==> src/rtl/snake_pkg.sv <==
// Shared types for the snake game: game mode, point scheduler states, point struct.
// Latency: n/a (types, constants and a pure helper function only).
// Backpressure: n/a.
package snake_pkg;

  typedef enum logic {
    MENU = 1'b0,
    GAME = 1'b1
  } game_mode;

  typedef enum logic [2:0] {
    ST_IDLE     = 3'd0,
    ST_REQ      = 3'd1,
    ST_WAIT_RDY = 3'd2,
    ST_CHECK    = 3'd3,
    ST_EVAL     = 3'd4,
    ST_PUBLISH  = 3'd5,
    ST_FAIL     = 3'd6
  } point_sched_state_e;

  localparam int GRID_X_DEF = 32;
  localparam int GRID_Y_DEF = 24;

  typedef struct packed {
    logic [4:0] x;
    logic [4:0] y;
  } point_t;

  // Unsigned |a-b| widened to 6 bits so two of them can be summed without overflow.
  function automatic logic [5:0] absdiff6(input logic [4:0] a, input logic [4:0] b);
    logic [5:0] wa;
    logic [5:0] wb;
    wa = {1'b0, a};
    wb = {1'b0, b};
    return (wa >= wb) ? (wa - wb) : (wb - wa);
  endfunction

endpackage

==> src/rtl/point_score_ctr.sv <==
// Saturating score counter with synchronous clear (clear wins over increment).
// Latency: count visible one cycle after i_inc/i_clr.
// Backpressure: none; increments beyond all-ones are silently dropped.
module point_score_ctr #(
  parameter int W = 8
) (
  input  logic         i_clk,
  input  logic         i_rst,
  input  logic         i_clr,
  input  logic         i_inc,
  output logic [W-1:0] o_cnt
);

  logic [W-1:0] r_cnt;

  // Clear has priority; increment stops at the all-ones value.
  always_ff @(posedge i_clk) begin
    if (i_rst) begin
      r_cnt <= '0;
    end else if (i_clr) begin
      r_cnt <= '0;
    end else if (i_inc && (r_cnt != {W{1'b1}})) begin
      r_cnt <= r_cnt + W'(1);
    end
  end

  assign o_cnt = r_cnt;

endmodule

==> src/rtl/point_scheduler.sv <==
// Sequences the point generator: detects eats, credits scores, requests/validates candidates, publishes the point.
// Latency: tick+eat at T -> gen_req at T+1 -> point_valid at T+5 when gen_rdy follows gen_req directly.
// Backpressure: waits indefinitely for gen_rdy; gives up (sticky fail) after MAX_RETRY consecutive rejects.
// Optional: define POINT_SCHED_SPAWN_GUARD_EN to also reject candidates within Manhattan distance 1 of a head.
module point_scheduler
  import snake_pkg::*;
#(
  parameter int GRID_X    = GRID_X_DEF,
  parameter int GRID_Y    = GRID_Y_DEF,
  parameter int MAX_RETRY = 15,
  parameter int SCORE_W   = 8
) (
  input  logic               clk_75,
  input  logic               rst,
  input  game_mode           mode,
  input  logic               tick,
  input  logic               eat_p1,
  input  logic               eat_p2,
  input  logic [4:0]         head1_x,
  input  logic [4:0]         head1_y,
  input  logic [4:0]         head2_x,
  input  logic [4:0]         head2_y,
  output logic               gen_req,
  input  logic [4:0]         gen_x,
  input  logic [4:0]         gen_y,
  input  logic               gen_rdy,
  output logic [4:0]         occ_x,
  output logic [4:0]         occ_y,
  input  logic               occ_hit,
  output logic [4:0]         point_x,
  output logic [4:0]         point_y,
  output logic               point_valid,
  output logic [SCORE_W-1:0] score_p1,
  output logic [SCORE_W-1:0] score_p2,
  output logic               busy,
  output logic               fail
);

  point_sched_state_e r_state;
  point_sched_state_e w_state_nxt;
  point_t             r_cand;
  point_t             r_point;
  logic               r_point_valid;
  logic               r_fail;
  logic [7:0]         r_retry_cnt;
  logic               r_mode_game_q;

  logic       w_in_game;
  logic       w_eat_evt;
  logic       w_reject;
  logic       w_guard_hit;
  logic       w_retry_last;
  logic [7:0] w_retry_inc;

  assign w_in_game    = (mode == GAME);
  // An eat only counts while a point is live and the FSM is parked in IDLE.
  assign w_eat_evt    = w_in_game && (r_state == ST_IDLE) && r_point_valid && tick && (eat_p1 || eat_p2);
  assign w_retry_inc  = r_retry_cnt + 8'd1;
  assign w_retry_last = (w_retry_inc == 8'(MAX_RETRY));
  assign w_reject     = occ_hit || (32'(r_cand.x) >= GRID_X) || (32'(r_cand.y) >= GRID_Y) || w_guard_hit;

`ifdef POINT_SCHED_SPAWN_GUARD_EN
  logic [5:0] w_dist1;
  logic [5:0] w_dist2;
  assign w_dist1     = absdiff6(r_cand.x, head1_x) + absdiff6(r_cand.y, head1_y);
  assign w_dist2     = absdiff6(r_cand.x, head2_x) + absdiff6(r_cand.y, head2_y);
  assign w_guard_hit = (w_dist1 <= 6'd1) || (w_dist2 <= 6'd1);
`else
  logic w_unused_heads;
  assign w_unused_heads = ^{head1_x, head1_y, head2_x, head2_y};
  assign w_guard_hit    = 1'b0;
`endif

  // State register.
  always_ff @(posedge clk_75) begin
    if (rst) begin
      r_state <= ST_IDLE;
    end else begin
      r_state <= w_state_nxt;
    end
  end

  // Next-state logic; leaving GAME overrides every other transition.
  always_comb begin
    w_state_nxt = r_state;
    if (!w_in_game) begin
      w_state_nxt = ST_IDLE;
    end else begin
      case (r_state)
        ST_IDLE:     if ((!r_point_valid && !r_fail) || w_eat_evt) w_state_nxt = ST_REQ;
        ST_REQ:      w_state_nxt = ST_WAIT_RDY;
        ST_WAIT_RDY: if (gen_rdy) w_state_nxt = ST_CHECK;
        ST_CHECK:    w_state_nxt = ST_EVAL;
        ST_EVAL:     begin
          if (!w_reject)        w_state_nxt = ST_PUBLISH;
          else if (w_retry_last) w_state_nxt = ST_FAIL;
          else                   w_state_nxt = ST_REQ;
        end
        ST_PUBLISH:  w_state_nxt = ST_IDLE;
        ST_FAIL:     w_state_nxt = ST_FAIL;
        default:     w_state_nxt = ST_IDLE;
      endcase
    end
  end

  // Datapath: the accepted point is loaded on the EVAL->PUBLISH edge so it is already live during PUBLISH.
  always_ff @(posedge clk_75) begin
    if (rst) begin
      r_cand        <= '0;
      r_point       <= '0;
      r_point_valid <= 1'b0;
      r_fail        <= 1'b0;
      r_retry_cnt   <= 8'd0;
      r_mode_game_q <= 1'b0;
    end else begin
      r_mode_game_q <= w_in_game;
      if (!w_in_game) begin
        r_point_valid <= 1'b0;
        r_fail        <= 1'b0;
        r_retry_cnt   <= 8'd0;
      end else begin
        if ((r_state == ST_WAIT_RDY) && gen_rdy) begin
          r_cand.x <= gen_x;
          r_cand.y <= gen_y;
        end
        if (w_eat_evt) begin
          r_point_valid <= 1'b0;
        end
        if (r_state == ST_EVAL) begin
          if (w_reject) begin
            r_retry_cnt <= w_retry_inc;
            if (w_retry_last) begin
              r_fail <= 1'b1;
            end
          end else begin
            r_point       <= r_cand;
            r_point_valid <= 1'b1;
            r_retry_cnt   <= 8'd0;
          end
        end
      end
    end
  end

  point_score_ctr #(.W(SCORE_W)) u_score_p1 (
    .i_clk (clk_75),
    .i_rst (rst),
    .i_clr (w_in_game && !r_mode_game_q),
    .i_inc (w_eat_evt && eat_p1),
    .o_cnt (score_p1)
  );

  point_score_ctr #(.W(SCORE_W)) u_score_p2 (
    .i_clk (clk_75),
    .i_rst (rst),
    .i_clr (w_in_game && !r_mode_game_q),
    .i_inc (w_eat_evt && eat_p2),
    .o_cnt (score_p2)
  );

  assign gen_req     = (r_state == ST_REQ);
  assign occ_x       = r_cand.x;
  assign occ_y       = r_cand.y;
  assign point_x     = r_point.x;
  assign point_y     = r_point.y;
  assign point_valid = r_point_valid;
  assign fail        = r_fail;
  assign busy        = (r_state != ST_IDLE) && (r_state != ST_FAIL);

endmodule
==> config.mk <==
export PLATFORM = sky130hd
export DESIGN_NAME = point_scheduler
export DESIGN_NICKNAME = d
export VERILOG_FILES = /design/src/rtl/snake_pkg.sv /design/src/rtl/point_score_ctr.sv /design/src/rtl/point_scheduler.sv
export SDC_FILE = /design/constraint.sdc
export NUM_CORES = 1
export LEC_CHECK = 0
export BUFFER_PORTS_ARGS = -buffer_cell sky130_fd_sc_hd__buf_2
export CAP_MARGIN = 10
export CORE_ASPECT_RATIO = 0.6
export CORE_MARGIN = 2
export CORE_UTILIZATION = 49
export DETAILED_ROUTE_END_ITERATION = 16
export HOLD_SLACK_MARGIN = 0.02
export MAX_ROUTING_LAYER = met4
export PLACE_DENSITY = 0.78
export SYNTH_ARGS = -nofsm -noshare
export SYNTH_HDL_FRONTEND = slang
export SYNTH_SLANG_ARGS = --single-unit
==> constraint.sdc <==
create_clock -name clk_75 -period 1.9 [get_ports clk_75]
set_clock_uncertainty 0.05 [all_clocks]
set_input_delay 0.19 -clock clk_75 [delete_from_list [all_inputs] [get_ports clk_75]]
set_output_delay 0.19 -clock clk_75 [all_outputs]
set_load 0.02 [all_outputs]
==> flow_metrics.py, run 1 <==
metrics = {
    "run_status": {
        "status": "finished, final reports clean",
    },
    "timing": {
        "maxSlewViolCount": 0,
        "finalSetupViolCount": 0,
        "max_freq_ghz": 0.563,
        "fin_crit_sh_pct": 93.5,
        "tightestPinTransition_ns": 0.545,
        "hold_viol_final": 0,
        "hold_slack_ns": 0.0696,
        "fin_crit_ns": 1.78,
        "tns_ns": 0,
        "rsz0062_at_grt": "false",
        "slew_headroom_pct": 63.7,
    },
    "clock_tree": {
        "clock_latency_ns": 0.30,
        "ctsHoldBuffers": 0,
        "clockBufferDepth": 2,
        "cts_tree": "yes",
        "cts_root_buf": "clkbuf_8",
        "clkSinkCount": 50,
        "path_clk_slew_ns": 0.09,
        "htree_levels": 2,
        "post-cts-setup-buffers": 0,
        "numCtsBuffers": 5,
    },
    "synthesis": {
        "yosysMostFrequentCell": "nor2_1",
        "synth_top_area_share_pct": 44.1,
        "synth_area_leaders": "dfxtp_1 (44%), mux2i_1 (8.8%), nor2_1 (8.6%)",
        "synth_ff_type": "dfxtp_1",
        "ys_warn_count": 0,
        "synth_top_family_by_area": "simple AND/OR/NAND/NOR gates",
        "synthSimpleGateAreaFrac_pct": 27.9,
        "yosysUniqueCellTypes": 39,
        "ys_async_sr_fraction_pct": 0,
        "seq_area_frac_synth_pct": 44.1,
        "yosys-mux-area-fraction_pct": 8.81,
        "synth_edf_count": 0,
        "synth_area_um2": 2270,
        "yosys.area_share.adder_pct": 2.20,
        "synth_nets": 294,
        "synth_common_cells": "nor2_1 (52), dfxtp_1 (50), mux2i_1 (20)",
        "synth_xor_area_share_pct": 5.01,
        "yosys.area.top_type": "dfxtp_1",
        "synth_compound_area_share_pct": 9.03,
        "synth.avg_cell_area_um2": 9.02,
        "synth-seq-cells": 50,
        "synthCells": 252,
    },
    "worst_setup_path": {
        "worstPathArrival_ns": 1.93,
        "critPathMaxFanout": 4,
        "r2r_start": "r_retry_cnt[1]$_SDFFE_PP0P_",
        "reg2reg_depth": 6,
        "worst-path-buf-inv": 0,
        "cp-end-kind": "flop",
        "r2r_setup_slack_ns": 0.12,
        "cpLargestDelayFamily": "simple AND/OR/NAND/NOR gates",
        "cp-start-kind": "flop",
        "timing.critical_path.cells": "ha_1 > nand3_2 > or3_1 > nand4_1 > nor3b_2 > o311a_1",
        "required_ns": 2.05,
        "criticalPathCategory": "flop to flop",
        "crit_slowest_cell": "or3_1",
        "r2r_end": "r_state[1]$_SDFFE_PP0P_",
        "slowest_delay_ns": 0.39,
    },
    "pwr": {
        "p_sw_share_pct": 21.8,
        "power_leakage_nw": 1.16,
        "powerDensity_nw_per_um2": 678,
        "peakVddDrop_uv": 434,
        "p_seq_share_pct": 55.9,
        "p_clk_share_pct": 39.5,
        "p_switching_mw": 0.413,
        "p_int_mw": 1.48,
        "combPwrFrac_pct": 4.6,
    },
    "cells_and_area": {
        "diodes": 0,
        "layout-drive-gt1-share_pct": 26.7,
        "area_delta_synth_final_pct": 22.7,
        "instances_no_fill": 378,
        "finalNetCount": 356,
    },
    "place": {
        "dp_cells": 370,
        "gp_congestion": 0.800,
        "io_buffer_count": 57,
        "place_hpwl_mm": 3.50,
    },
    "floorplanning": {
        "rows": 19,
        "die_area_um2": 5220,
        "die_w_um": 91.9,
        "die_y_um": 56.7,
        "num_io_pins": 78,
        "coreArea_um2": 4520,
        "start_util_pct": 50.3,
    },
    "routing": {
        "viasPerCell": 5.17,
        "drt_iter0_drc": 108,
        "post_drt_wl_per_cell_um": 12.8,
        "routed-via-count": 1955,
        "antenna_left": 0,
        "routed_wl_mm": 4.85,
        "drc": 0,
        "drtPass1Iterations": 6,
    },
    "hold_path": {
        "hp-class": "input port to flop",
        "whs_path_depth": 3,
        "worstHoldStart": "gen_y[0]",
        "hold_end": "occ_y[0]$_SDFFE_PP0P_",
    },
    "global_routing": {
        "grt_pass1_wl_mm": 8.14,
        "grtUsageTotal_pct": 20.1,
        "grt_antenna_before_repair": 0,
        "grt_pass1_vias": 1735,
        "grt_overflow": 0,
        "grt_max_degree": 23,
    },
    "run": {
        "max_cap_violations": 0,
    },
}
[logic make-up (layout without fill, tap and decap cells)]
| logic type | count (synthesis) | count (layout) |
|---|---|---|
| mux | 20 | 20 |
| compound gates | 34 | 34 |
| simple gates | 116 | 116 |
| buf+inv | 15 | 78 |
| fa+ha+maj | 4 | 4 |
| flops | 50 | 50 |
| xor+xnor | 13 | 13 |
[worst register-to-register path, stage by stage (launching register included)]
cell,delay [ns]
dfxtp_1,0.35
ha_1,0.23
nand3_2,0.13
or3_1,0.39
nand4_1,0.18
nor3b_2,0.08
o311a_1,0.28
[worst max path at each step]
stage / from / to / slack, ns / depth (start not counted)
floorplan: point_valid$_SDFF_PP0_ / u_score_p2.o_cnt[6]$_SDFFE_PP0P_ / 0.16 / 5
global placement: r_retry_cnt[0]$_SDFFE_PP0P_ / r_state[1]$_SDFFE_PP0P_ / 0.16 / 6
detailed placement: r_retry_cnt[0]$_SDFFE_PP0P_ / r_state[1]$_SDFFE_PP0P_ / 0.12 / 6
CTS: r_retry_cnt[0]$_SDFFE_PP0P_ / r_state[1]$_SDFFE_PP0P_ / 0.1 / 6
global route: r_state[2]$_SDFFE_PP0P_ / r_retry_cnt[4]$_SDFFE_PP0P_ / 0.004 / 4
finish: r_retry_cnt[1]$_SDFFE_PP0P_ / r_state[1]$_SDFFE_PP0P_ / 0.12 / 6
[layer usage]
layer  part of all wire (%)  GRT usage, %  routed length [µm]  up-vias
li1                       -             -                   -      999
met1                     52          28.7                2520      888
met2                     41          28.4                1970       63
met3                    6.7          4.30                 323        5
met4                   0.93          6.40                  45        0
met5                      0             -                   0        -
[metrics by stage]
step | total power, mW | area (µm²) | setup slack, ns | utilization (%)
after global routing | 1.97 | 2790 | 0.00438 | 61.7
after CTS | 1.91 | 2780 | 0.0973 | 61.5
final | 1.89 | 2790 | 0.124 | 61.7
after global placement | 1.17 | 2660 | 0.165 | 59.0
after detailed placement | 1.17 | 2660 | 0.122 | 59.0
after floorplan | 1.13 | 2270 | 0.156 | -
[layout make-up]
class | instances | area [µm²]
fillers | 418 | 1730
multi-input cells | 187 | 1210
flip-flops and latches | 50 | 1000
repair buffers | 66 | 365
well taps | 63 | 78.8
clock buffers | 5 | 68.8
clock inverters | 3 | 45.0
inverters | 4 | 15.0
[flip-flops by register name, indices dropped and copies added, names as in the netlist, 3 cells and up]
register          flops
occ_y                 5
u_score_p2.o_cnt      8
r_retry_cnt           8
point_y               5
r_state               3
occ_x                 5
point_x               5
u_score_p1.o_cnt      8
[power by group through the flow]
| stage | clock network [mW] | logic (mW) | registers [mW] |
|---|---|---|---|
| 3_3_place_gp | 0 | 0.0844 | 1.08 |
| 6_report | 0.747 | 0.0861 | 1.06 |
| 4_1_cts | 0.769 | 0.0867 | 1.06 |
| 2_1_floorplan | 0 | 0.0498 | 1.08 |
| 3_5_place_dp | 0 | 0.0859 | 1.08 |
| 5_1_grt | 0.821 | 0.0941 | 1.06 |
[layout by cell type, fill, tap and decap left out, drive strengths merged, types with 2 or more instances in the layout]
| cell | count |
|---|---|
| o21a | 2 |
| nand4 | 2 |
| clkinvlp | 2 |
| nor3 | 5 |
| xnor2 | 13 |
| nor4b | 2 |
| buf | 66 |
| and4 | 4 |
| ha | 4 |
| nor2 | 53 |
| dfxtp | 50 |
| nand2 | 13 |
| clkbuf | 5 |
| a21oi | 13 |
| nor4 | 4 |
| nor3b | 6 |
| inv | 4 |
| or3 | 4 |
| nor2b | 4 |
| a211oi | 2 |
| nand3 | 11 |
| nand2b | 6 |
| mux2i | 20 |
| o21ai | 10 |
[repair_timing]
action                     in CTS  in global routing
hold endpoints to repair        0                  0
setup endpoints to repair       0                  2
gates resized for setup         0                  2
(Power assumes the default switching activity.)
==> inputs of run 2 (changes only) <==
--- a/config.mk
+++ b/config.mk
@@ -10,7 +10,9 @@
 export CORE_ASPECT_RATIO = 0.6
 export CORE_MARGIN = 2
 export CORE_UTILIZATION = 49
+export CTS_CLUSTER_DIAMETER = 120
 export DETAILED_ROUTE_END_ITERATION = 16
+export GPL_TIMING_DRIVEN = 0
 export HOLD_SLACK_MARGIN = 0.02
 export MAX_ROUTING_LAYER = met4
 export PLACE_DENSITY = 0.78
==> run 2 against run 1 <==
Against the previous run:
- clock power down 16%
- via count increased by 0.72%
- setup slack worse by 0.027 ns
- sequential share of layout area is 0.15 points higher
- largest power group unchanged
==> flow_metrics.py, run 2 (synthesis results as in run 1) <==
metrics = {
    "routing": {
        "routed_wl_mm": 5.13,
        "drc": 0,
        "antenna_left": 0,
        "drtPass1Iterations": 4,
        "routed-via-count": 1969,
        "viasPerCell": 5.17,
        "drt_iter0_drc": 49,
        "post_drt_wl_per_cell_um": 13.5,
    },
    "clock_tree": {
        "path_clk_slew_ns": 0.09,
        "clockBufferDepth": 2,
        "cts_tree": "yes",
        "cts_root_buf": "clkbuf_8",
        "clkSinkCount": 50,
        "clock_latency_ns": 0.30,
        "ctsHoldBuffers": 0,
        "htree_levels": 2,
        "numCtsBuffers": 5,
    },
    "run": {
        "max_cap_violations": 0,
    },
    "place": {
        "dp_cells": 372,
        "io_buffer_count": 57,
        "place_hpwl_mm": 3.70,
        "placed_cell_area_um2": 2640,
        "gp_congestion": 0.807,
        "post-place-ws_ns": -0.0442,
    },
    "worst_setup_path": {
        "reg2reg_depth": 6,
        "criticalPathCategory": "flop to flop",
        "r2r_start": "r_state[0]$_SDFFE_PP0P_",
        "r2r_end": "u_score_p2.o_cnt[6]$_SDFFE_PP0P_",
        "worstPathArrival_ns": 1.93,
        "r2r_setup_slack_ns": 0.1,
        "required_ns": 2.03,
        "cp-end-kind": "flop",
        "cp-start-kind": "flop",
        "critPathMaxFanout": 10,
    },
    "hold_path": {
        "whs_path_depth": 3,
        "hold_end": "occ_x[2]$_SDFFE_PP0P_",
        "worstHoldStart": "gen_x[2]",
        "hp-class": "input port to flop",
    },
    "timing": {
        "slew_headroom_pct": 66.4,
        "hold_viol_final": 0,
        "finalWorstSetupSlack_ns": 0.0967,
        "tightestPinTransition_ns": 0.504,
        "tns_ns": 0,
        "fin_crit_ns": 1.80,
        "max_freq_ghz": 0.555,
        "rsz0062_at_grt": "false",
        "finalSetupViolCount": 0,
        "maxSlewViolCount": 0,
        "fin_crit_sh_pct": 94.9,
    },
    "global_routing": {
        "grtUsageTotal_pct": 21.1,
        "grt_max_degree": 15,
        "grt_antenna_before_repair": 0,
        "grt_pass1_vias": 1800,
        "grt_pass1_wl_mm": 8.51,
        "grt_overflow": 0,
    },
    "pwr": {
        "peakVddDrop_uv": 371,
        "power_leakage_nw": 1.14,
        "total_power_mw": 1.78,
        "powerDensity_nw_per_um2": 636,
    },
    "floorplanning": {
        "num_io_pins": 78,
        "coreArea_um2": 4520,
        "die_area_um2": 5220,
        "die_w_um": 91.9,
        "start_util_pct": 50.3,
        "die_y_um": 56.7,
        "rows": 19,
    },
    "cells_and_area": {
        "final_common_cell": "buf_2",
        "fillers": 425,
        "final_cell_mix": "buf_2 (60), nor2_1 (52), dfxtp_1 (48), mux2i_1 (20)",
        "finalNetCount": 359,
        "final_area_um2": 2790,
        "layout-drive-gt1-share_pct": 26.4,
        "diodes": 0,
        "area_delta_synth_final_pct": 22.8,
        "instances_no_fill": 381,
    },
    "run_status": {
        "status": "finished, final reports clean",
    },
}
[run 2: cell count changes in the layout (fill, tap and decap cells not counted), moves of 2 or more]
cell,change
buf_4,-8
clkbuf_1,+8
buf_2,+3
clkinvlp_4,-2
dfxtp_1,-2
[run 2: worst max-delay path by stage]
stage | startpoint | to | slack [ns] | depth (start not counted)
after global routing | occ_y[4]$_SDFFE_PP0P_ | r_retry_cnt[2]$_SDFFE_PP0P_ | 0.001 | 6
after global placement | r_retry_cnt[0]$_SDFFE_PP0P_ | r_state[1]$_SDFFE_PP0P_ | 0.02 | 6
final | r_state[0]$_SDFFE_PP0P_ | u_score_p2.o_cnt[6]$_SDFFE_PP0P_ | 0.1 | 6
after floorplan | point_valid$_SDFF_PP0_ | u_score_p2.o_cnt[6]$_SDFFE_PP0P_ | 0.16 | 5
after detailed placement | occ_y[4]$_SDFFE_PP0P_ | r_retry_cnt[2]$_SDFFE_PP0P_ | -0.04 | 6
after CTS | r_retry_cnt[1]$_SDFFE_PP0P_ | r_state[1]$_SDFFE_PP0P_ | 0.002 | 6
[run 2: what timing repair did]
action,in CTS,in global routing
resized for setup,2,8
setup endpoints to repair,7,9
pin swaps,0,1
buffers inserted,0,1
endpoints found under the hold margin,0,0
[run 2: critical path, cell delays in order (launching register included)]
cell     delay (ns)
dfxtp_1        0.35
buf_6          0.15
nor3_4         0.31
nand3_4        0.17
or4b_1         0.52
o21ai_1        0.09
nor2_1         0.05
[run 2: final cells by class]
cell class | count | area (µm²) | share of cell area (%)
inverter | 4 | 15.0 | 0.538
timing repair buffer | 58 | 305 | 10.9
multi-input combinational | 187 | 1240 | 44.5
tap | 63 | 78.8 | 2.83
sequential | 50 | 1010 | 36.1
buffer | 11 | 52.6 | 1.88
clock buffer | 7 | 86.3 | 3.09
clock inverter | 1 | 5.00 | 0.179
[run 2: metrics by stage]
stage | hold slack, ns | util (%)
5_1_grt | 0.0707 | 61.8
3_3_place_gp | 0.371 | 58.4
6_report | 0.0748 | 61.8
2_1_floorplan | 0.287 | -
4_1_cts | 0.0657 | 60.5
3_5_place_dp | 0.382 | 58.4
[run 2: per-layer routing]
layer  share of wire (%)  vias up  wire length (µm)  global-route usage [%]
li1                    -     1004                 -                       -
met1                  53      909              2750                    29.7
met2                  41       52              2120                    30.3
met3                 4.9        4               249                    4.70
met4                0.43        0                22                    6.40
met5                   0        -                 0                       -
[run 2: power by group]
group / switching [mW] / internal, mW / total [mW]
logic: 0.0576 / 0.0351 / 0.0926
registers: 0.00303 / 1.05 / 1.05
clock network: 0.335 / 0.294 / 0.630
total: 0.396 / 1.38 / 1.78
==> inputs of run 3 (changes only) <==
==> constraint.sdc (replaced) <==
create_clock -name clk_75 -period 1.9 [get_ports clk_75]
set_clock_uncertainty 0.05 [all_clocks]
set_input_delay 0 -clock clk_75 [delete_from_list [all_inputs] [get_ports clk_75]]
set_output_delay 0 -clock clk_75 [all_outputs]
set_load 0.02 [all_outputs]
==> run 3 against run 2 <==
Against the previous run:
- final cell count grew 3.1%
- register-to-register slack got worse by 0.03 ns
- count of clock-buffer cells in the layout unchanged
- clock power barely moved
- via count increased by 2.5%
- wire length is 2.7% higher
- utilization rose by 2.4 points
- non-clock buffer count increased by 12
- largest cell class unchanged
- largest power group unchanged
- highest routed layer unchanged
==> flow_metrics.py, run 3 (synthesis results as in run 1) <==
metrics = {
    "run_status": {
        "status": "finished, final reports clean",
    },
    "routing": {
        "viasPerCell": 5.14,
        "drt_iter0_drc": 66,
        "drtPass1Iterations": 4,
        "post_drt_wl_per_cell_um": 13.4,
        "drc": 0,
        "routed-via-count": 2019,
        "antenna_left": 0,
        "routed_wl_mm": 5.27,
    },
    "worst_setup_path": {
        "slowest_delay_ns": 0.39,
        "criticalPathCategory": "flop to flop",
        "worstPathArrival_ns": 1.98,
        "critPathMaxFanout": 6,
        "worst-path-buf-inv": 0,
        "reg2reg_depth": 6,
        "r2r_start": "r_retry_cnt[0]$_SDFFE_PP0P_",
        "cpLargestDelayFamily": "simple AND/OR/NAND/NOR gates",
        "r2r_setup_slack_ns": 0.06,
        "required_ns": 2.04,
        "timing.critical_path.cells": "ha_2 > nand3_2 > or3_4 > nand4_1 > nor3b_2 > o311a_1",
        "cp-start-kind": "flop",
        "r2r_end": "r_state[1]$_SDFFE_PP0P_",
        "crit_slowest_cell": "or3_4",
        "crit_start": "r_retry_cnt[0]$_SDFFE_PP0P_",
        "cp-end-kind": "flop",
    },
    "run": {
        "max_cap_violations": 0,
    },
    "floorplanning": {
        "die_w_um": 91.9,
        "start_util_pct": 50.3,
        "coreArea_um2": 4520,
        "num_io_pins": 78,
        "die_area_um2": 5220,
        "die_y_um": 56.7,
        "rows": 19,
    },
    "timing": {
        "tightestPinTransition_ns": 0.514,
        "max_freq_ghz": 0.544,
        "maxSlewViolCount": 0,
        "slew_headroom_pct": 65.7,
        "hold_viol_final": 0,
        "fin_crit_sh_pct": 96.7,
        "hold_slack_ns": 0.103,
        "finalSetupViolCount": 0,
        "tns_ns": 0,
        "fin_crit_ns": 1.84,
        "finalWorstSetupSlack_ns": 0.0620,
    },
    "place": {
        "place_hpwl_mm": 3.70,
        "gp_congestion": 0.807,
        "dp_cells": 372,
        "io_buffer_count": 57,
        "post-place-ws_ns": -0.0442,
        "placed_cell_area_um2": 2640,
    },
    "global_routing": {
        "grt_max_degree": 15,
        "grt_pass1_wl_mm": 8.81,
        "grt_antenna_before_repair": 0,
        "grtUsageTotal_pct": 21.8,
        "grt_pass1_vias": 1870,
        "grt_overflow": 0,
    },
    "pwr": {
        "p_sw_share_pct": 22.3,
        "p_clk_share_pct": 35.1,
        "total_power_mw": 1.79,
        "p_int_mw": 1.40,
        "p_switching_mw": 0.399,
        "power_leakage_nw": 1.19,
        "combPwrFrac_pct": 6.3,
        "powerDensity_nw_per_um2": 619,
        "peakVddDrop_uv": 389,
        "p_seq_share_pct": 58.7,
    },
    "cells_and_area": {
        "finalNetCount": 371,
        "instances_no_fill": 393,
        "final_common_cell": "buf_2",
        "layout-drive-gt1-share_pct": 25.5,
        "area_delta_synth_final_pct": 27.6,
        "diodes": 0,
        "finish.utilization_pct": 64.2,
        "final_area_um2": 2900,
        "final_cell_mix": "buf_2 (60), nor2_1 (52), dfxtp_1 (48), mux2i_1 (20)",
    },
    "clock_tree": {
        "path_clk_slew_ns": 0.09,
        "clock_latency_ns": 0.30,
        "cts_root_buf": "clkbuf_8",
        "numCtsBuffers": 5,
        "clkSinkCount": 50,
        "clockBufferDepth": 2,
        "htree_levels": 2,
        "cts_tree": "yes",
    },
    "hold_path": {
        "hp-class": "input port to flop",
        "hold_end": "r_state[0]$_SDFFE_PP0P_",
        "whs_path_depth": 5,
        "worstHoldStart": "mode",
    },
}
-- run 3: cell types whose count changed in the layout (fill, tap and decap cells not counted), sizes merged --
cell / change
dlygate4sd3: +12
-- run 3: power by group through the flow --
stage                     Sequential (mW)  Clock, mW  Combinational, mW
after floorplan                      1.08          0             0.0498
after global placement               1.08          0             0.0881
after detailed placement             1.08          0             0.0909
after CTS                            1.05      0.652              0.110
after global routing                 1.05      0.714              0.122
final                                1.05      0.629              0.112
-- run 3: tightest hold or removal path: stages --
cell and delay, ns:
buf_2 0.14, nand2b_1 0.11, a211oi_1 0.07, o41ai_1 0.06, nor2_1 0.03
-- run 3: cell type report --
cell class              instances  area (µm²)
repair buffers                 70         425
clock buffers                   7        86.3
flip-flops and latches         50        1010
plain buffers                  11        52.6
well taps                      63        78.8
multi-input cells             187        1230
fillers                       403        1620
clock inverters                 1        5.00
inverters                       4        15.0
-- run 3: per-layer routing --
layer / global-route usage [%] / part of all wire (%)
met1: 30.2 / 52
met2: 32.1 / 42
met3: 4.83 / 4.6
met4: 6.40 / 0.68
met5: - / 0
-- run 3: worst max-delay path by stage --
| stage | depth (start not counted) | endpoint | slack, ns |
|---|---|---|---|
| floorplan | 5 | u_score_p2.o_cnt[6]$_SDFFE_PP0P_ | 0.16 |
| global placement | 6 | r_state[1]$_SDFFE_PP0P_ | 0.02 |
| detailed placement | 6 | r_retry_cnt[2]$_SDFFE_PP0P_ | -0.04 |
| CTS | 6 | r_state[1]$_SDFFE_PP0P_ | 0.002 |
| global route | 6 | r_state[1]$_SDFFE_PP0P_ | -0.01 |
| finish | 6 | r_state[1]$_SDFFE_PP0P_ | 0.06 |
-- run 3: repair_timing --
action | CTS | global route
setup endpoints to repair | 7 | 10
pin swaps | 0 | 1
hold endpoints to repair | 12 | 0
setup buffers | 0 | 1
gates resized for setup | 2 | 7
hold buffers | 12 | 0
